## src/rtl/score_ctrl_if.sv

```systemverilog
// Button/clear inputs and score/grant/busy outputs of the score controller.
interface score_ctrl_if #(
  parameter int unsigned BW = 7
);
  logic          btn_up_a_i;
  logic          btn_dn_a_i;
  logic          btn_up_b_i;
  logic          btn_dn_b_i;
  logic          clr_i;
  logic [BW-1:0] score_a_o;
  logic [BW-1:0] score_b_o;
  logic [3:0]    grant_o;
  logic          busy_o;

  modport master (
    output btn_up_a_i, btn_dn_a_i, btn_up_b_i, btn_dn_b_i, clr_i,
    input  score_a_o, score_b_o, grant_o, busy_o
  );

  modport slave (
    input  btn_up_a_i, btn_dn_a_i, btn_up_b_i, btn_dn_b_i, clr_i,
    output score_a_o, score_b_o, grant_o, busy_o
  );
endinterface

```

## src/rtl/score_ctrl.sv

```systemverilog
// Two-team scoreboard: synchronised button edges, round-robin arbitration, one score update per cycle.
// Define SCORE_WRAP_EN to wrap scores at 0/MAX instead of saturating.
module score_ctrl #(
  parameter int unsigned BW  = 7,
  parameter int unsigned MAX = 99
) (
  input logic         clk_i,
  input logic         rst_n_i,
  score_ctrl_if.slave bus
);
  localparam int unsigned NSRC = 4;

  typedef enum logic {IDLE, APPLY} state_t;

  state_t          state, state_nxt;
  logic [NSRC-1:0] btn, sync1, sync2, prev, rise;
  logic [NSRC-1:0] pending, pending_nxt;
  logic [NSRC-1:0] grant, grant_nxt, pick;
  logic [1:0]      ptr, ptr_nxt, ptr_pick, idx;
  logic            found;
  logic [BW-1:0]   score_a, score_b, score_a_nxt, score_b_nxt;

  function automatic logic [BW-1:0] inc(input logic [BW-1:0] v);
`ifdef SCORE_WRAP_EN
    return (v >= BW'(MAX)) ? '0 : v + BW'(1);
`else
    return (v >= BW'(MAX)) ? BW'(MAX) : v + BW'(1);
`endif
  endfunction

  function automatic logic [BW-1:0] dec(input logic [BW-1:0] v);
`ifdef SCORE_WRAP_EN
    return (v == '0) ? BW'(MAX) : v - BW'(1);
`else
    return (v == '0) ? '0 : v - BW'(1);
`endif
  endfunction

  assign btn  = {bus.btn_dn_b_i, bus.btn_up_b_i, bus.btn_dn_a_i, bus.btn_up_a_i};
  assign rise = sync2 & ~prev;

  // Two-flop synchroniser plus previous-sample register for edge detection
  always_ff @(posedge clk_i or negedge rst_n_i) begin
    if (!rst_n_i) begin
      sync1 <= '0;
      sync2 <= '0;
      prev  <= '0;
    end else begin
      sync1 <= btn;
      sync2 <= sync1;
      prev  <= sync2;
    end
  end

  // Round-robin pick: first pending source at or after ptr
  always_comb begin
    pick     = '0;
    ptr_pick = ptr;
    found    = 1'b0;
    idx      = '0;
    for (int unsigned k = 0; k < NSRC; k++) begin
      idx = ptr + 2'(k);
      if (!found && pending[idx]) begin
        found    = 1'b1;
        pick     = NSRC'(1) << idx;
        ptr_pick = idx + 2'd1;
      end
    end
  end

  always_comb begin
    state_nxt   = state;
    grant_nxt   = '0;
    ptr_nxt     = ptr;
    pending_nxt = pending;
    score_a_nxt = score_a;
    score_b_nxt = score_b;

    case (state)
      IDLE:    if (|pending) state_nxt = APPLY;
      APPLY:   if (~|pending) state_nxt = IDLE;
      default: state_nxt = IDLE;
    endcase

    if (|pending) begin
      grant_nxt = pick;
      ptr_nxt   = ptr_pick;
    end
    // A fresh edge on the source being granted stays pending
    pending_nxt = (pending & ~grant_nxt) | rise;

    case (grant)
      4'b0001: score_a_nxt = inc(score_a);
      4'b0010: score_a_nxt = dec(score_a);
      4'b0100: score_b_nxt = inc(score_b);
      4'b1000: score_b_nxt = dec(score_b);
      default: ;
    endcase

    if (bus.clr_i) begin
      state_nxt   = IDLE;
      grant_nxt   = '0;
      ptr_nxt     = '0;
      pending_nxt = '0;
      score_a_nxt = '0;
      score_b_nxt = '0;
    end
  end

  always_ff @(posedge clk_i or negedge rst_n_i) begin
    if (!rst_n_i) begin
      state   <= IDLE;
      grant   <= '0;
      ptr     <= '0;
      pending <= '0;
      score_a <= '0;
      score_b <= '0;
    end else begin
      state   <= state_nxt;
      grant   <= grant_nxt;
      ptr     <= ptr_nxt;
      pending <= pending_nxt;
      score_a <= score_a_nxt;
      score_b <= score_b_nxt;
    end
  end

  assign bus.score_a_o = score_a;
  assign bus.score_b_o = score_b;
  assign bus.grant_o   = grant;
  assign bus.busy_o    = (|pending) || (state == APPLY);
endmodule

```

## src/flat_wrapper.sv

```systemverilog
// flat-port wrapper written by rule: the top's interface ports become plain ports
module score_ctrl_flat 
#(
  parameter int unsigned BW  = 7,
  parameter int unsigned MAX = 99
)
  (clk_i, rst_n_i, bus_btn_up_a_i, bus_btn_dn_a_i, bus_btn_up_b_i, bus_btn_dn_b_i, bus_clr_i, bus_score_a_o, bus_score_b_o, bus_grant_o, bus_busy_o);
  score_ctrl_if #(.BW(BW)) bus_i ();
  input logic clk_i;
  input logic rst_n_i;
  input wire logic [$bits(bus_i.btn_up_a_i)-1:0] bus_btn_up_a_i;
  input wire logic [$bits(bus_i.btn_dn_a_i)-1:0] bus_btn_dn_a_i;
  input wire logic [$bits(bus_i.btn_up_b_i)-1:0] bus_btn_up_b_i;
  input wire logic [$bits(bus_i.btn_dn_b_i)-1:0] bus_btn_dn_b_i;
  input wire logic [$bits(bus_i.clr_i)-1:0] bus_clr_i;
  output wire logic [$bits(bus_i.score_a_o)-1:0] bus_score_a_o;
  output wire logic [$bits(bus_i.score_b_o)-1:0] bus_score_b_o;
  output wire logic [$bits(bus_i.grant_o)-1:0] bus_grant_o;
  output wire logic [$bits(bus_i.busy_o)-1:0] bus_busy_o;
  assign bus_i.btn_up_a_i = bus_btn_up_a_i;
  assign bus_i.btn_dn_a_i = bus_btn_dn_a_i;
  assign bus_i.btn_up_b_i = bus_btn_up_b_i;
  assign bus_i.btn_dn_b_i = bus_btn_dn_b_i;
  assign bus_i.clr_i = bus_clr_i;
  assign bus_score_a_o = bus_i.score_a_o;
  assign bus_score_b_o = bus_i.score_b_o;
  assign bus_grant_o = bus_i.grant_o;
  assign bus_busy_o = bus_i.busy_o;
  score_ctrl #(.BW(BW), .MAX(MAX)) u_core (.clk_i(clk_i), .rst_n_i(rst_n_i), .bus(bus_i));
endmodule
```

## config.mk

```make
export PLATFORM = sky130hd
export DESIGN_NAME = score_ctrl_flat
export DESIGN_NICKNAME = d
export VERILOG_FILES = /design/src/rtl/score_ctrl_if.sv /design/src/rtl/score_ctrl.sv /design/src/flat_wrapper.sv
export SDC_FILE = /design/constraint.sdc
export NUM_CORES = 1
export LEC_CHECK = 0
export CAP_MARGIN = 30
export CORE_AREA = 4 4 64 80
export DETAILED_ROUTE_END_ITERATION = 10
export DIE_AREA = 0 0 68 84
export GPL_ROUTABILITY_DRIVEN = 0
export PLACE_DENSITY = 0.86
export SLEW_MARGIN = 5
export SYNTH_ARGS = -nofsm -noshare
export SYNTH_HDL_FRONTEND = slang
export SYNTH_SLANG_ARGS = --single-unit
```

## constraint.sdc

```tcl
create_clock -name clk_i -period 5.2 [get_ports clk_i]
set_input_delay 1.3 -clock clk_i [delete_from_list [all_inputs] [get_ports clk_i]]
set_output_delay 1.3 -clock clk_i [all_outputs]
set_load 0.01 [all_outputs]
```

==> results.yml, run 1 <==
outcome:
  outcome: "finished clean"
clock_tree:
  ctsResizeCount: 0
  clock-sinks: 37
  clockRootBuffer: "clkbuf_8"
  clkLatencyLatePin_ps: 290
  clock_path_buffers: 2
  cts_hold_buf: 0
  cts_setup_buffers: 0
  cts_tree: "done"
  cts_made_buffers: 5
  clkSlewWorstSetupHoldPaths_ps: 80
  cts-htree-levels: 2
logic_synthesis:
  synthAdderAreaFrac: 0.05873
  avgSynthCellArea_um2: 9.684
  synthSimpleGateAreaFrac: 0.2141
  synth_compound_area_frac: 0.2029
  synth_mux_area_frac: 0.04859
  yosysWarnings: 0
  synthXorXnorAreaFrac: 0.03737
  synth.net_count: 260
  synth-async-reset-ratio: 1.000
  postSynthCellCount: 242
  synth.distinct_cells: 49
  ys_ff_latch: 37
  synth_ff_type: "dfrtp_1"
  syn-cell-area_um2: 2343
  ys_seq_area_frac: 0.3951
  synth_top_family_by_area: "simple AND/OR/NAND/NOR gates"
  synth-edff-count: 0
setup_path:
  end_kind: "primary output"
  worst_ep_arrival_time_ps: 1930
  cp_max_fo: 7
  critical_path.top_delay_family: "simple AND/OR/NAND/NOR gates"
  worst_path_largest_cell_delay_ps: 590
  worst-path-buf-inv: 1
  worstPathCellList: "nor4_1, nand2b_1, clkdlybuf4s50_1"
  cp-start-kind: "register"
  cp.required_ps: 3900
  worstSetupPathType: "register to primary output"
  cp_slowest_cell: "nor4_1"
global_route:
  antenna_found_initial: 0
  grt_max_degree: 38
  grt_use_total: 0.2038
  grt_overflow: 0
  grt_pass1_wl_mm: 9.101
  grt_pass1_vias: 1898
routing:
  vias_per_cell: 6.495
  num_vias: 2072
  routed_wl_mm: 5.543
  drtIter0Drc: 192
  wire_per_inst_um: 17.38
  antenna_left: 0
  first_pass_iters: 4
  drc: 0
finish:
  area_delta_synth_final_pct: 15.75
  nNetsFinal: 278
  n_fill_cell: 347
  drive_gt1_frac: 0.09579
  final_util: 0.6177
  regArea_um2: 925.9
  antenna_cells: 0
  multi_input_area_um2: 1316
floorplanning:
  num_rows: 27
  die_width_um: 68
  io_pins: 26
  core-area_um2: 4392
  initial_core_util: 0.5336
  fp.dieH_um: 84
  die_area_um2: 5712
placed_design:
  portBuffers: 25
  place_hpwl_mm: 3.724
timing:
  relSlewSlack: 0.4666
  finalSetupTns_ps: 0
  finClkSkew_ps: 6.720
  tightestPinTransition_ps: 800.0
  fmax_mhz: 309.5
  grt_setup_unrepaired: "false"
  setup_violations: 0
  slew_viol_final: 0
  period_minus_slack_ps: 3231
  post-route-period-util: 0.6214
  hold_violations: 0
power_and_ir_drop:
  p_leak_nw: 1.071
  peakVddDrop_uv: 191.6
  powerDensity_nw_per_um2: 441.2
worst_hold_path:
  min_path_type: "register to register"
run:
  drv_cap: 0
power breakdown:
part,internal [mW],switching [mW]
Clock,0.144,0.109
Combinational,0.239,0.300
Sequential,0.322,0.0829
through the flow:
stage	hold slack [ps]	power [mW]	setup slack [ps]	cells	instance area, um^2
4_1_cts	360.9	1.188	1954	319	2713
3_5_place_dp	342.6	0.9300	2226	311	2597
3_3_place_gp	331.4	0.9094	2316	311	2597
2_1_floorplan	331.2	0.7849	2754	242	2344
6_report	357.5	1.197	1969	319	2713
5_1_grt	369.3	1.266	1868	319	2713
cell usage after synthesis, types with 5 or more instances:
| library cell | instances | area, um^2 |
|---|---|---|
| nor2_1 | 17 | 63.81 |
| nand2b_1 | 6 | 37.54 |
| a21oi_1 | 20 | 100.1 |
| dfrtp_1 | 37 | 925.9 |
| xor2_1 | 5 | 43.79 |
| o21ai_0 | 7 | 35.03 |
| inv_1 | 6 | 22.52 |
| clkbuf_1 | 11 | 41.29 |
| o211ai_1 | 6 | 45.04 |
| nor3_1 | 17 | 85.08 |
| a221oi_2 | 5 | 75.07 |
| ha_1 | 11 | 137.6 |
| xnor2_1 | 5 | 43.79 |
| nand3_1 | 9 | 45.04 |
| a31oi_1 | 5 | 31.28 |
| nand2_1 | 16 | 60.06 |
state kept, by name, summed over array words and instances (netlist names):
name,cells
u_core.prev,4
u_core.sync2,4
u_core.bus.grant_o,4
u_core.pending,4
u_core.sync1,4
u_core.ptr,2
u_core.bus.score_a_o,7
u_core.bus.score_b_o,7
u_core.state,1
layer usage:
metal / vias up / part of all wire / global-route usage
met3: 15 / 0.071 / 0.04852
met1: 1008 / 0.41 / 0.2745
met4: 0 / 0.020 / 0.06691
met2: 113 / 0.50 / 0.3175
met5: - / 0 / 0
li1: 936 / - / -
cell usage in the layout (no fill, tap or decap), types with 2 or more instances in the layout:
cell type / count
nand2b_1: 6
inv_1: 6
clkdlybuf4s50_1: 24
nand3_1: 9
a221oi_2: 5
o31ai_1: 2
o211ai_1: 6
a31oi_1: 5
nor2_1: 17
nor3_1: 17
xor2_1: 5
ha_1: 11
a21oi_1: 20
mux4_2: 3
nand2_1: 16
a211oi_1: 3
nor2b_1: 4
buf_4: 2
o311ai_0: 2
dfrtp_1: 37
mux2i_1: 2
or3_1: 4
o21ai_0: 7
nor4b_1: 2
nand3b_1: 3
clkbuf_8: 5
a22o_1: 2
xnor2_1: 5
and2_1: 4
o21ai_1: 4
worst reg2reg max path, delay by kind of cell, from the launching register on:
family,cells,cell delay [ps]
AND/OR/NAND/NOR,2,560
adder cells (fa/ha/maj),1,440
buffers and inverters,1,230
multiplexers,1,680
flip-flops,1,590
AO/OA/AOI/OAI,2,220
area by class of cell:
| cell class | count | share of cell area |
|---|---|---|
| well taps | 58 | 0.02675 |
| flip-flops and latches | 37 | 0.3413 |
| multi-input cells | 183 | 0.4852 |
| inverters | 6 | 0.008303 |
| clock buffers | 5 | 0.02537 |
| clock inverters | 3 | 0.01707 |
| repair buffers | 27 | 0.09594 |
logic make-up (layout without fill, tap and decap cells):
| kind of cell | count (synthesis) | in the layout |
|---|---|---|
| flops | 37 | 37 |
| xor+xnor | 10 | 10 |
| simple gates | 90 | 90 |
| fa+ha+maj | 11 | 11 |
| buf+inv | 22 | 41 |
| compound gates | 66 | 66 |
| mux | 6 | 6 |
final timing paths:
kind / slack [ps] / from / depth (start not counted) / to
max: 1970 / u_core.pending[0]$_DFF_PN0_ / 3 / bus_busy_o
min: 360 / u_core.sync1[0]$_DFF_PN0_ / 0 / u_core.sync2[0]$_DFF_PN0_
max reg2reg: 2340 / u_core.ptr[0]$_DFFE_PN0P_ / 7 / u_core.pending[1]$_DFF_PN0_
min reg2reg: 360 / u_core.sync1[0]$_DFF_PN0_ / 0 / u_core.sync2[0]$_DFF_PN0_
max in group asynchronous: 3600 / rst_n_i / 1 / u_core.prev[2]$_DFF_PN0_
min in group asynchronous: 1090 / rst_n_i / 1 / u_core.bus.score_a_o[4]$_DFFE_PN0P_
Power figures use the tool's default switching activity.
==> run 2: changes to the inputs <==
==> constraint.sdc (replaced) <==
create_clock -name clk_i -period 3.1 [get_ports clk_i]
set_input_delay 0.775 -clock clk_i [delete_from_list [all_inputs] [get_ports clk_i]]
set_output_delay 0.775 -clock clk_i [all_outputs]
set_load 0.01 [all_outputs]
==> run 2 against run 1 <==
  * Wire length down 9.1%
  * Clock power increased by 100%
  * Non-clock buffer count is 2 higher
  * Hold slack got worse by 3.7 ps
  * Worst setup slack got worse by 1700 ps
  * Combinational power up 63%
  * Critical path depth increased by 4
  * Total power grew 73%
==> results.yml, run 2 (synthesis results as in run 1) <==
power_and_ir_drop:
  power_mw: 2.070
  cellInternalPower_mw: 1.269
  p_clk_frac: 0.250
  peakVddDrop_uv: 347.1
  powerDensity_nw_per_um2: 752.5
  p_leak_nw: 1.095
  seq_power_share: 0.324
  power_switching_uw: 801.0
  swShare: 0.3870
  p_comb_frac: 0.426
routing:
  num_vias: 1975
  drtIter0Drc: 174
  first_pass_iters: 4
  vias_per_cell: 6.153
  wire_per_inst_um: 15.70
  antenna_left: 0
  drc: 0
  routed_wl_mm: 5.040
placed_design:
  detailed_place.area_um2: 2613
  portBuffers: 25
  place_hpwl_mm: 3.463
  pre_cts_ws_ps: 372.0
  placedCellCount: 313
setup_path:
  cp-start-kind: "register"
  end_kind: "register"
  cp.required_ps: 3280
  worst_ep_arrival_time_ps: 2960
  worstSetupPathType: "register to register"
  cp_max_fo: 10
finish:
  nNetsFinal: 280
  fin_cells: 321
  area_delta_synth_final_pct: 17.35
  final_cell_mix: "dfrtp_1 (37), clkdlybuf4s50_1 (24), a21oi_1 (20), nor2_1 (17), nor3_1 (17)"
  multi_input_area_um2: 1316
  antenna_cells: 0
  regArea_um2: 925.9
  post-route-cell-area_um2: 2750
  final_util: 0.6262
  final_common_cell: "dfrtp_1"
  drive_gt1_frac: 0.1027
  n_fill_cell: 378
run:
  drv_cap: 0
timing:
  grt_setup_unrepaired: "false"
  setup_ws_ps: 317.8
  fin_hold_ws_ps: 353.8
  setup_violations: 0
  period_minus_slack_ps: 2782
  slew_viol_final: 0
  tightestPinTransition_ps: 810.9
  fmax_mhz: 359.4
  finClkSkew_ps: 10.21
  post-route-period-util: 0.8975
  hold_violations: 0
  finalSetupTns_ps: 0
  relSlewSlack: 0.4594
outcome:
  outcome: "finished clean"
floorplanning:
  initial_core_util: 0.5336
  num_rows: 27
  io_pins: 26
  die_width_um: 68
  die_area_um2: 5712
  fp.dieH_um: 84
  core-area_um2: 4392
clock_tree:
  clkLatencyLatePin_ps: 300
  cts_hold_buf: 0
  cts-htree-levels: 2
  clockRootBuffer: "clkbuf_8"
  cts_setup_buffers: 0
  clock_path_buffers: 2
  cts_made_buffers: 5
  clock-sinks: 37
  cts_tree: "done"
  ctsResizeCount: 0
  clkSlewWorstSetupHoldPaths_ps: 90
global_route:
  antenna_found_initial: 0
  grt_pass1_vias: 1821
  grt_use_total: 0.1912
  grt_pass1_wl_mm: 8.466
  grt_overflow: 0
  grt_max_degree: 38
worst_hold_path:
  min_path_type: "register to register"
[run 2: changes by cell type in the layout (fill, tap and decap cells not counted), sizes merged]
cell	delta
buf	+2
bufinv	+1
clkinv	-1
clkinvlp	-1
inv	+1
[run 2: metal layers]
metal	vias to the layer above	wire length (um)	GRT usage
li1	938	-	-
met2	53	2443	0.2868
met5	-	0	0
met4	0	85	0.08318
met1	977	2265	0.2604
met3	7	247	0.04178
[run 2: worst paths after layout]
kind                                                            end                      start  slack, ps  cells after the start
worst min-delay path                      u_core.sync2[0]$_DFF_PN0_  u_core.sync1[0]$_DFF_PN0_        350                      0
worst max register to register          u_core.pending[3]$_DFF_PN0_  u_core.ptr[0]$_DFFE_PN0P_        320                      7
max in group asynchronous                  u_core.prev[0]$_DFF_PN0_                    rst_n_i       2020                      1
worst min register to register            u_core.sync2[0]$_DFF_PN0_  u_core.sync1[0]$_DFF_PN0_        350                      0
worst max-delay path                    u_core.pending[3]$_DFF_PN0_  u_core.ptr[0]$_DFFE_PN0P_        320                      7
min in group asynchronous       u_core.bus.score_a_o[4]$_DFFE_PN0P_                    rst_n_i        560                      1
[run 2: critical path, cell delays in order (launching register included)]
cell	delay, ps
dfrtp_1	590
inv_1	190
ha_1	420
mux4_2	680
nor4b_4	440
nand2_1	140
o211ai_1	110
a21oi_1	90
[run 2: power groups by stage]
stage	clock network (mW)	registers, mW	logic [mW]
finish	0.517	0.671	0.881
global route	0.548	0.686	0.967
global placement	0	0.672	0.847
CTS	0.526	0.669	0.876
detailed placement	0	0.679	0.864
floorplan	0	0.628	0.688
[run 2: final cells by class]
cell class	count	area share
clock buffers	5	0.02502
inverters	6	0.008189
well taps	58	0.02639
clock inverters	3	0.02502
repair buffers	29	0.1001
multi-input cells	183	0.4786
flip-flops and latches	37	0.3367
==> run 3: changes to the inputs <==
--- a/config.mk
+++ b/config.mk
@@ -10,6 +10,7 @@
 export DETAILED_ROUTE_END_ITERATION = 10
 export DIE_AREA = 0 0 68 84
 export GPL_ROUTABILITY_DRIVEN = 0
+export GPL_TIMING_DRIVEN = 0
 export PLACE_DENSITY = 0.86
 export SLEW_MARGIN = 5
 export SYNTH_ARGS = -nofsm -noshare
==> run 3 against run 2 <==
  * Register-to-register slack is essentially flat
  * Fmax grew 0.48%
  * Critical path depth is the same
  * Clock power shrank 19%
  * Critical endpoint is now u_core.pending[2]$_DFF_PN0_
  * Via count grew 5.1%
==> results.yml, run 3 (synthesis results as in run 1) <==
timing:
  finalSetupTns_ps: 0
  slew_viol_final: 0
  tightestPinTransition_ps: 796.2
  fin_hold_ws_ps: 355.1
  setup_violations: 0
  post-route-period-util: 0.8932
  hold_violations: 0
  relSlewSlack: 0.4692
  fmax_mhz: 361.2
  grt_setup_unrepaired: "false"
  period_minus_slack_ps: 2769
  finClkSkew_ps: 9.997
  setup_ws_ps: 331.2
clock_tree:
  cts_setup_buffers: 0
  cts-htree-levels: 2
  cts_made_buffers: 5
  clkSlewWorstSetupHoldPaths_ps: 80
  cts_tree: "done"
  clkLatencyLatePin_ps: 290
  cts_hold_buf: 0
  clockRootBuffer: "clkbuf_8"
  ctsResizeCount: 0
  clock-sinks: 37
  clock_path_buffers: 2
placed_design:
  place_hpwl_mm: 3.627
  portBuffers: 25
  pre_cts_ws_ps: 360.2
  placedCellCount: 325
global_route:
  grt_pass1_wl_mm: 8.880
  grt_use_total: 0.1985
  grt_overflow: 0
  grt_pass1_vias: 1964
  grt_max_degree: 38
  antenna_found_initial: 0
routing:
  first_pass_iters: 5
  drtIter0Drc: 288
  drc: 0
  antenna_left: 0
  vias_per_cell: 6.234
  num_vias: 2076
  routed_wl_mm: 5.220
  wire_per_inst_um: 15.68
finish:
  antenna_cells: 0
  nNetsFinal: 292
  regArea_um2: 925.9
  drive_gt1_frac: 0.1018
  fin_cells: 333
  n_fill_cell: 365
  multi_input_area_um2: 1316
  final_cell_mix: "dfrtp_1 (37), clkdlybuf4s50_1 (24), a21oi_1 (20), nor2_1 (17), nor3_1 (17)"
  area_delta_synth_final_pct: 18.47
  final_common_cell: "dfrtp_1"
setup_path:
  cp.required_ps: 3250
  cp-start-kind: "register"
  worst_ep_arrival_time_ps: 2920
  end_kind: "register"
  cp_max_fo: 8
  worstSetupPathType: "register to register"
power_and_ir_drop:
  p_leak_nw: 1.101
  powerDensity_nw_per_um2: 717.4
  peakVddDrop_uv: 490.4
floorplanning:
  initial_core_util: 0.5336
  fp.dieH_um: 84
  num_rows: 27
  io_pins: 26
  core-area_um2: 4392
  die_width_um: 68
  die_area_um2: 5712
run:
  drv_cap: 0
worst_hold_path:
  min_path_type: "register to register"
outcome:
  outcome: "finished clean"
==> run 3: final timing paths <==
kind | start | to | slack (ps) | depth (start not counted)
hold reg to reg | u_core.sync1[3]$_DFF_PN0_ | u_core.sync2[3]$_DFF_PN0_ | 360 | 0
min in group asynchronous | rst_n_i | u_core.bus.score_a_o[3]$_DFFE_PN0P_ | 550 | 1
max in group asynchronous | rst_n_i | u_core.bus.score_b_o[0]$_DFFE_PN0P_ | 2030 | 1
setup / recovery | u_core.ptr[1]$_DFFE_PN0P_ | u_core.pending[2]$_DFF_PN0_ | 330 | 7
hold / removal | u_core.sync1[3]$_DFF_PN0_ | u_core.sync2[3]$_DFF_PN0_ | 360 | 0
setup reg to reg | u_core.ptr[1]$_DFFE_PN0P_ | u_core.pending[2]$_DFF_PN0_ | 330 | 7
==> run 3: metrics by stage <==
stage	util	cell area, um^2	power, mW
3_5_place_dp	0.6060	2661	1.565
2_1_floorplan	-	2344	1.317
3_3_place_gp	0.6071	2666	1.531
4_1_cts	0.6322	2776	1.996
6_report	0.6322	2776	1.992
5_1_grt	0.6322	2776	2.141
==> run 3: final cells by class <==
| type | count | area share |
|---|---|---|
| buffer | 16 | 0.02839 |
| sequential | 37 | 0.3335 |
| inverter | 6 | 0.008112 |
| clock buffer | 5 | 0.02479 |
| multi-input combinational | 183 | 0.4741 |
| tap | 58 | 0.02614 |
| timing repair buffer | 25 | 0.08833 |
| clock inverter | 3 | 0.01667 |
==> run 3: worst max-delay path, stage by stage, from the launching register on <==
cell	delay, ps
dfrtp_1	540
inv_1	200
ha_1	410
mux4_2	680
nor4b_4	450
nand2_1	130
o211ai_1	120
a21oi_1	90
==> run 3: where the power goes <==
part           internal [mW]  switching (mW)  leakage [nW]
combinational          0.416           0.532         0.566
clock                  0.241           0.179        0.0543
sequential             0.542          0.0822         0.481
total                   1.20           0.793          1.10
==> run 3: metal layers <==
layer  track usage  part of all wire  vias up
met3       0.03504             0.068        9
met1        0.2580              0.41     1007
met5             0                 0        -
met2        0.3105              0.51       91
li1              -                 -      969
met4       0.09765             0.014        0
